$ cat src/rtl/program_loader.sv
// Boot loader: frames a UART byte stream into program memory writes, checks an XOR
// checksum and holds the CPU in reset until a clean image is present.
module program_loader #(
  parameter int unsigned MEM_BYTES      = 1024,
  parameter logic [7:0]  SYNC_BYTE      = 8'hA5,
  parameter int unsigned TIMEOUT_CYCLES = 1000000,
  parameter bit          BOOT_WAIT      = 1'b0,
  parameter int unsigned XLEN_WIDTH     = 32
) (
  input  logic                  clk,
  input  logic                  reset,
  input  logic                  rx_valid,
  input  logic [7:0]            rx_data,
  output logic                  rx_ready,
  output logic                  mem_we,
  output logic [XLEN_WIDTH-1:0] mem_waddr,
  output logic [7:0]            mem_wdata,
  output logic                  cpu_hold,
  output logic                  load_done,
  output logic                  load_error,
  output logic [15:0]           byte_count
);

  localparam int unsigned ADDR_W = (MEM_BYTES > 1) ? $clog2(MEM_BYTES) : 1;
  localparam int unsigned TMR_W  = $clog2(TIMEOUT_CYCLES + 1);

  typedef enum logic [2:0] {
    IDLE,
    LEN_LO,
    LEN_HI,
    DATA,
    CHECK,
    DONE,
    ERROR
  } state_t;

  state_t                  state_q, state_n;
  logic [15:0]             len_q, len_n;
  logic [15:0]             cnt_q, cnt_n;
  logic [7:0]              chk_q, chk_n;
  logic [TMR_W-1:0]        tmr_q, tmr_n;
  logic                    we_q, we_n;
  logic [XLEN_WIDTH-1:0]   waddr_q, waddr_n;
  logic [7:0]              wdata_q, wdata_n;
  logic                    hold_q, hold_n;
  logic                    done_q, done_n;
  logic                    err_q, err_n;
  logic                    active;
  logic                    expired;

  // The loader never back-pressures the receiver.
  assign rx_ready   = 1'b1;
  assign mem_we     = we_q;
  assign mem_waddr  = waddr_q;
  assign mem_wdata  = wdata_q;
  assign cpu_hold   = hold_q;
  assign load_done  = done_q;
  assign load_error = err_q;
  assign byte_count = cnt_q;

  always_ff @(posedge clk or posedge reset) begin
    if (reset) begin
      state_q <= IDLE;
      len_q   <= '0;
      cnt_q   <= '0;
      chk_q   <= '0;
      tmr_q   <= '0;
      we_q    <= 1'b0;
      waddr_q <= '0;
      wdata_q <= '0;
      hold_q  <= BOOT_WAIT;
      done_q  <= 1'b0;
      err_q   <= 1'b0;
    end else begin
      state_q <= state_n;
      len_q   <= len_n;
      cnt_q   <= cnt_n;
      chk_q   <= chk_n;
      tmr_q   <= tmr_n;
      we_q    <= we_n;
      waddr_q <= waddr_n;
      wdata_q <= wdata_n;
      hold_q  <= hold_n;
      done_q  <= done_n;
      err_q   <= err_n;
    end
  end

  always_comb begin
    state_n = state_q;
    len_n   = len_q;
    cnt_n   = cnt_q;
    chk_n   = chk_q;
    tmr_n   = '0;
    we_n    = 1'b0;
    waddr_n = waddr_q;
    wdata_n = wdata_q;
    hold_n  = hold_q;
    done_n  = done_q;
    err_n   = err_q;

    active  = (state_q == LEN_LO) || (state_q == LEN_HI) ||
              (state_q == DATA)   || (state_q == CHECK);
    // A byte arriving on the expiry cycle wins over the timeout.
    expired = active && !rx_valid && (tmr_q == TMR_W'(TIMEOUT_CYCLES - 1));
    if (active && !rx_valid) begin
      tmr_n = tmr_q + TMR_W'(1);
    end

    case (state_q)
      IDLE, DONE, ERROR: begin
        if (state_q == DONE) begin
          hold_n = 1'b0;
        end
        if (rx_valid && (rx_data == SYNC_BYTE)) begin
          state_n = LEN_LO;
          hold_n  = 1'b1;
          done_n  = 1'b0;
          err_n   = 1'b0;
          cnt_n   = '0;
          chk_n   = '0;
        end
      end
      LEN_LO: begin
        if (rx_valid) begin
          len_n[7:0] = rx_data;
          state_n    = LEN_HI;
        end
      end
      LEN_HI: begin
        if (rx_valid) begin
          len_n[15:8] = rx_data;
          if (32'({rx_data, len_q[7:0]}) > MEM_BYTES) begin
            state_n = ERROR;
            err_n   = 1'b1;
          end else if ({rx_data, len_q[7:0]} == 16'd0) begin
            state_n = CHECK;
          end else begin
            state_n = DATA;
          end
        end
      end
      DATA: begin
        if (rx_valid) begin
          we_n    = 1'b1;
          waddr_n = XLEN_WIDTH'(cnt_q[ADDR_W-1:0]);
          wdata_n = rx_data;
          chk_n   = chk_q ^ rx_data;
          cnt_n   = cnt_q + 16'd1;
          if ((cnt_q + 16'd1) == len_q) begin
            state_n = CHECK;
          end
        end
      end
      CHECK: begin
        if (rx_valid) begin
          if (rx_data == chk_q) begin
            state_n = DONE;
            done_n  = 1'b1;
          end else begin
            state_n = ERROR;
            err_n   = 1'b1;
          end
        end
      end
      default: state_n = IDLE;
    endcase

    if (expired) begin
      state_n = ERROR;
      err_n   = 1'b1;
    end
  end

endmodule
$ cat config.mk
export PLATFORM = sky130hd
export DESIGN_NAME = program_loader
export DESIGN_NICKNAME = d
export VERILOG_FILES = /design/src/rtl/program_loader.sv
export SDC_FILE = /design/constraint.sdc
export NUM_CORES = 1
export LEC_CHECK = 0
export CAP_MARGIN = 20
export CORE_UTILIZATION = 45
export DETAILED_ROUTE_END_ITERATION = 10
export GPL_TIMING_DRIVEN = 0
export MAX_ROUTING_LAYER = met4
export PLACE_DENSITY = 0.76
export SYNTH_ARGS = -nofsm -noshare
export SYNTH_HDL_FRONTEND = slang
export SYNTH_SLANG_ARGS = --single-unit
$ cat constraint.sdc
create_clock -name clk -period 2.6 [get_ports clk]
set_input_delay 0.26 -clock clk [delete_from_list [all_inputs] [get_ports clk]]
set_output_delay 0.26 -clock clk [all_outputs]
set_load 0.05 [all_outputs]
* Word level (Yosys, flattened, before mapping)
Cells that the tools add are included.
Word-level totals: latch bits 0, memories 0, output and inout port bits 61, word-level logic and storage cells 92, memory bits (read-only) 0, register bits 85, input port bits 11, memory bits (writable) 0
Operators by class: eq/ne operators 22, bitwise logic cells 1, add/sub/neg operators 2, divide/modulo/power cells 0, multiply operators 0, shifts and indexed selects 0, muxes and demuxes 32, order comparisons 1, reduce and logical (&&, ||, !) cells 22
Operator list (number):
- 16-bit two-way mux | 2
- 16-bit one-hot mux with 2 select lines | 1
- 3-bit two-way mux | 9
- 20-bit by 1-bit adder with 20-bit output (second input constant) | 1
- 20-bit equality test (second input constant) | 1
- 20-bit two-way mux | 1
- 3-bit != test (second input constant) | 6
- 16-bit by 1-bit adder with 16-bit output (second input constant) | 1
- 16-bit equality test | 1
- 16-bit by 11-bit > comparator with 1-bit output (second input constant) | 1
- 16-bit logical NOT | 1
- 8-bit two-way mux | 2
- 8-bit one-hot mux with 2 select lines | 1
- 3-bit one-hot mux with 5 select lines | 1
- 1-bit two-way mux | 12
- 6-bit AND reduction | 2
- 3-bit equality test (second input constant) | 3
- 8-bit equality test | 1
- 8-bit equality test (second input constant) | 1
- 2-bit AND reduction | 4
- 8-bit XOR | 1
- 3-bit by 2-bit equality test with 1-bit output (second input constant) | 2
- 2-bit != test (second input constant) | 3
- 3-bit by 2-bit != test with 1-bit output (second input constant) | 2
- 14 further kinds | 20

* Logic depth before layout (Yosys ltp)
depth in word-level cells 8, mapped depth 9, depth with buffers taken out 8

* Worst setup path before layout
No wires, ideal clock.
kind reg2reg, start point register cnt_q[0] (netlist: byte_count[0]), end point register state_q[1], period minus slack after synthesis 3.199 ns, buffers on the path 0, data required time 2.471 ns, slack -0.599 ns, setup time 0.129 ns, cell stages (with the launch flop) 9, arrival 3.070 ns, path through dfrtp_1 ha_1 nand3_1 nor4_2 nand3b_1 or4b_1 or4_1 and2_4 mux2i_1
On the way: cells in the longest elaborated chain, start to end 4
Ends and longest elaborated chain:
- start: declaration | RTL line 39 | logic [15:0] cnt_q, cnt_n;
- start signal: assignment | RTL line 77 | cnt_q <= cnt_n;
- 16-bit by 1-bit adder with 16-bit output | RTL line 150 | if ((cnt_q + 16'd1) == len_q) begin
- 16-bit equality test | RTL line 150
- 3-bit by 2-bit != test with 1-bit output (no source line)
- 6-bit AND reduction (no source line)
- end signal: assignment | RTL line 75 | state_q <= state_n;
- end: declaration | RTL line 37 | state_t state_q, state_n;
Every way passes these cells. A chain may end at the register's enable or synchronous reset.

* Worst setup path after layout
Same ends and word-level chain as after synthesis.

==> results.txt <==
----------------------------------------------------
[Run status]
  Outcome ... finished, violations left
  Violations in the final reports ... setup timing

[Yosys]
  Most instantiated flip-flop cell in the synthesis netlist ... sky130_fd_sc_hd__dfrtp_1
  Fraction of synthesized cell area taken by the top area cell type ... 45.1%
  Top cells by area in the synthesized netlist ... sky130_fd_sc_hd__dfrtp_1, sky130_fd_sc_hd__nand2_1, sky130_fd_sc_hd__o21ai_0
  Average footprint of a synthesized cell ... between 9 and 10 sq um
  Count of flip-flops with a built-in enable after synthesis ... 0
  Most frequent cell after synthesis ... sky130_fd_sc_hd__dfrtp_1
  Fraction of registers with async set or reset after synthesis ... 100%
  Summed instance area of the synthesized netlist ... ~4700 sq um
  Commonest cells post-synth ... sky130_fd_sc_hd__dfrtp_1, sky130_fd_sc_hd__nand2_1, sky130_fd_sc_hd__o21ai_0, sky130_fd_sc_hd__nor2_1, sky130_fd_sc_hd__xnor2_1
  Seq/Total Area, Yosys ... between 40% and 50%
  Yosys cell types ... 57
  Syn Inst Count ... 515
  Flip-flop and latch count after synthesis ... 85
  Library cell occupying the most area in the post-synthesis netlist ... sky130_fd_sc_hd__dfrtp_1
  Number of warnings issued by yosys ... 0

[Power]
  Leakage Power ... between 2 and 3 nW
  Power per unit of standard cell area ... roughly 930 nW/um^2
  Maximum vdd ir drop ... around 0.00058 V

[Placed design]
  Number of port buffers ... 46
  Final HPWL DP ... roughly 7800 um
  Placer's final routability congestion estimate ... 0.906
  Post-Place Setup Slack ... -0.827 ns
  Post-place instance area ... 5530 sq um

[Setup path]
  CP max FO ... 6
  Endpoint required time on the critical path ... about 2.8 ns
  Data arrival time at the worst-slack endpoint ... about 2.9 ns
  Classification of the worst setup path ... reg -> reg
  Critical path endpoint category ... flip-flop
  Setup crit start kind ... flip-flop

[Global routing]
  Largest net degree at the start of global routing ... between 50 and 60
  Antenna violations before repair ... 0
  Number of global-route vias before repair ... 3,755
  Total gr overflow ... 0
  Global-route usage over all layers ... 22.1%
  First-pass GRT wire length ... around 19,000 um

[Floorplan]
  Total Die Area ... 10,900 sq um
  I/O Pins ... between 70 and 80
  Initial cell density of the core ... between 40 and 50%
  Vert. Die Dim ... 104 um
  Core region area ... between 9000 and 10,000 sq um
  Overall die width ... about 100 um
  Number of placement rows ... 36

[Run]
  Max-Cap Viols ... 0

[Clock tree]
  Largest buffer count on any clock path ... 2
  Clock edge transition at the registers on the reported setup and hold paths ... around 0.1 ns
  Clk root buf ... sky130_fd_sc_hd__clkbuf_8
  Number of levels the H-tree was split into ... 3
  Number of buffers added to fix hold violations after cts ... 0
  Clock buffer count from CTS ... 9
  Sink Count ... 85
  TritonCTS clock tree ... yes
  Skew-Pair Late Insertion Delay ... ~0.37 ns

[STA]
  Fin crit share ... 103%
  Post-layout worst setup margin ... -0.0668 ns
  Number of hold violations in the final report ... 0
  TNS Setup ... -0.0920 ns
  Headroom to the max-slew limit ... 35.1%
  Skew final ... 0.0156 ns
  Transition at the pin with the smallest max-transition slack ... ~0.96 ns
  RSZ-0062 raised after global routing ... true
  Max Clk Rate ... around 370 MHz
  Final critical path time including I/O delays and setup ... 2.67 ns
  Number of setup violations in the final report ... 2
  Final max-slew violation count ... 0

[Route]
  Aggregate routed wire length ... around 11,000 um
  Count of antenna-violating nets left after detailed routing ... 0
  DRC errors left ... 0
  DR vias/cell ... roughly 5.5
  Routed length per placed instance ... around 15 um
  Number of detailed-route iterations in the first pass ... 6
  Vias ... slightly above 4k
  Count of routing violations after the opening detailed-route iteration ... roughly 280

[Layout]
  Share of final-layout standard cells stronger than drive strength 1 ... roughly 19%
  Antenna Cells ... 0
  Number of nets in the final layout ... roughly 620
  Layout-stage area growth over the synthesis result ... 25.2%
  Finished layout cell area ... between 5000 and 6000 sq um

[Worst hold path]
  Classification of the worst-slack hold path ... in -> reg

----------------------------------------------------
-- through the flow --
step / util [%] / power, mW / hold WS, ns / instances
CTS: 58.9 / 5.43 / 0.163 / 744
global placement: 55.1 / 4.18 / 0.459 / 715
finish: 59.3 / 5.49 / 0.161 / 744
floorplan: - / 3.65 / 0.377 / 536
detailed placement: 55.5 / 4.28 / 0.463 / 718
global route: 59.3 / 5.80 / 0.151 / 744
-- path summary, 6_finish.rpt --
check,from,to,slack (ns),cells past startpoint
worst max register to register,byte_count[0]$_DFFE_PP0P_,state_q[1]$_DFFE_PP0P_,-0.07,8
max in group asynchronous,reset,chk_q[1]$_DFFE_PP0P_,1.76,3
min in group asynchronous,reset,mem_waddr[4]$_DFFE_PP0P_,0.23,2
worst max-delay path,byte_count[0]$_DFFE_PP0P_,state_q[1]$_DFFE_PP0P_,-0.07,8
worst min-delay path,rx_data[3],mem_wdata[3]$_DFFE_PP0P_,0.16,3
worst min register to register,mem_waddr[7]$_DFFE_PP0P_,mem_waddr[7]$_DFFE_PP0P_,0.48,2
-- cells in the final DEF, fill, tap and decap left out, drive strengths merged, types with 2 or more instances in the layout --
cell type and instances:
or3 3, xnor2 28, a22oi 2, a211o 2
and4 4, inv 11, clkbuf 29, nor4 7
o31ai 8, nor4b 2, nand2 79, nor2b 3
and3 9, o22ai 2, mux2i 2, conb 23
clkinvlp 2, a21boi 2, nand4 7, nor2 47
o221ai 2, buf 45, dfrtp 85, o21ai 49
or4 5, nand3 21, nand3b 5, or4b 2
xor2 18, a21oi 11, ha 2, a31oi 10
clkdlybuf4s50 43, and2 4, nor3 7, dlygate4sd2 3
mux2 15
-- repair_timing --
item / in CTS / in global routing
setup endpoints to repair: 15 / 44
pin swaps: 8 / 3
gates resized for setup: 14 / 10
gates cloned: 0 / 0
setup buffers: 15 / 0
-- routing by layer --
metal	track usage, %	wire (um)	part of all wire (%)	up-vias
met2	33.8	5330	47	143
met1	29.9	5220	46	1975
li1	-	-	-	1927
met5	-	0	0	-
met3	4.39	629	5.5	16
met4	6.02	155	1.4	0
-- worst max-delay path, stage by stage, from the launching register on --
cell,delay (ns)
sky130_fd_sc_hd__dfrtp_2,0.45
sky130_fd_sc_hd__ha_4,0.21
sky130_fd_sc_hd__xnor2_4,0.13
sky130_fd_sc_hd__xnor2_1,0.13
sky130_fd_sc_hd__a211o_2,0.30
sky130_fd_sc_hd__or4b_4,0.48
sky130_fd_sc_hd__or4_4,0.55
sky130_fd_sc_hd__and2_4,0.19
sky130_fd_sc_hd__mux2i_1,0.11
-- area by class of cell --
cell class	count	area (sq um)
plain buffers	45	339
clock buffers	12	165
clock inverters	4	53.8
fillers	837	4050
inverters	10	40.0
multi-input cells	391	2390
flip-flops and latches	85	2140
well taps	133	166
repair buffers	64	607
-- flip-flops by register name (all words and copies together), names as in the netlist, 3 cells and up --
| name | cells |
|---|---|
| len_q | 16 |
| tmr_q | 20 |
| state_q | 3 |
| mem_waddr | 10 |
| mem_wdata | 8 |
| chk_q | 8 |
| byte_count | 16 |
-- power by group --
group / switching [mW] / internal, mW / leakage [nW]
Clock: 0.510 / 0.527 / 0.105
Combinational: 1.45 / 1.01 / 1.40
Sequential: 0.316 / 1.67 / 1.09
-- cells by family (layout without fill, tap and decap cells) --
group / count (synthesis) / after routing / share of synthesized area, %
xor gates and xnor gates: 46 / 46 / 8.55
other: 2 / 23 / 0.159
adders and majority gates: 2 / 2 / 0.531
AOI/OAI and AO/OA: 96 / 96 / 12.1
and+or+nand+nor: 207 / 207 / 21.4
buffers and inverters: 60 / 135 / 8.07
DFF: 85 / 85 / 45.1
muxes: 17 / 17 / 4.01
(Power assumes the default switching activity.)
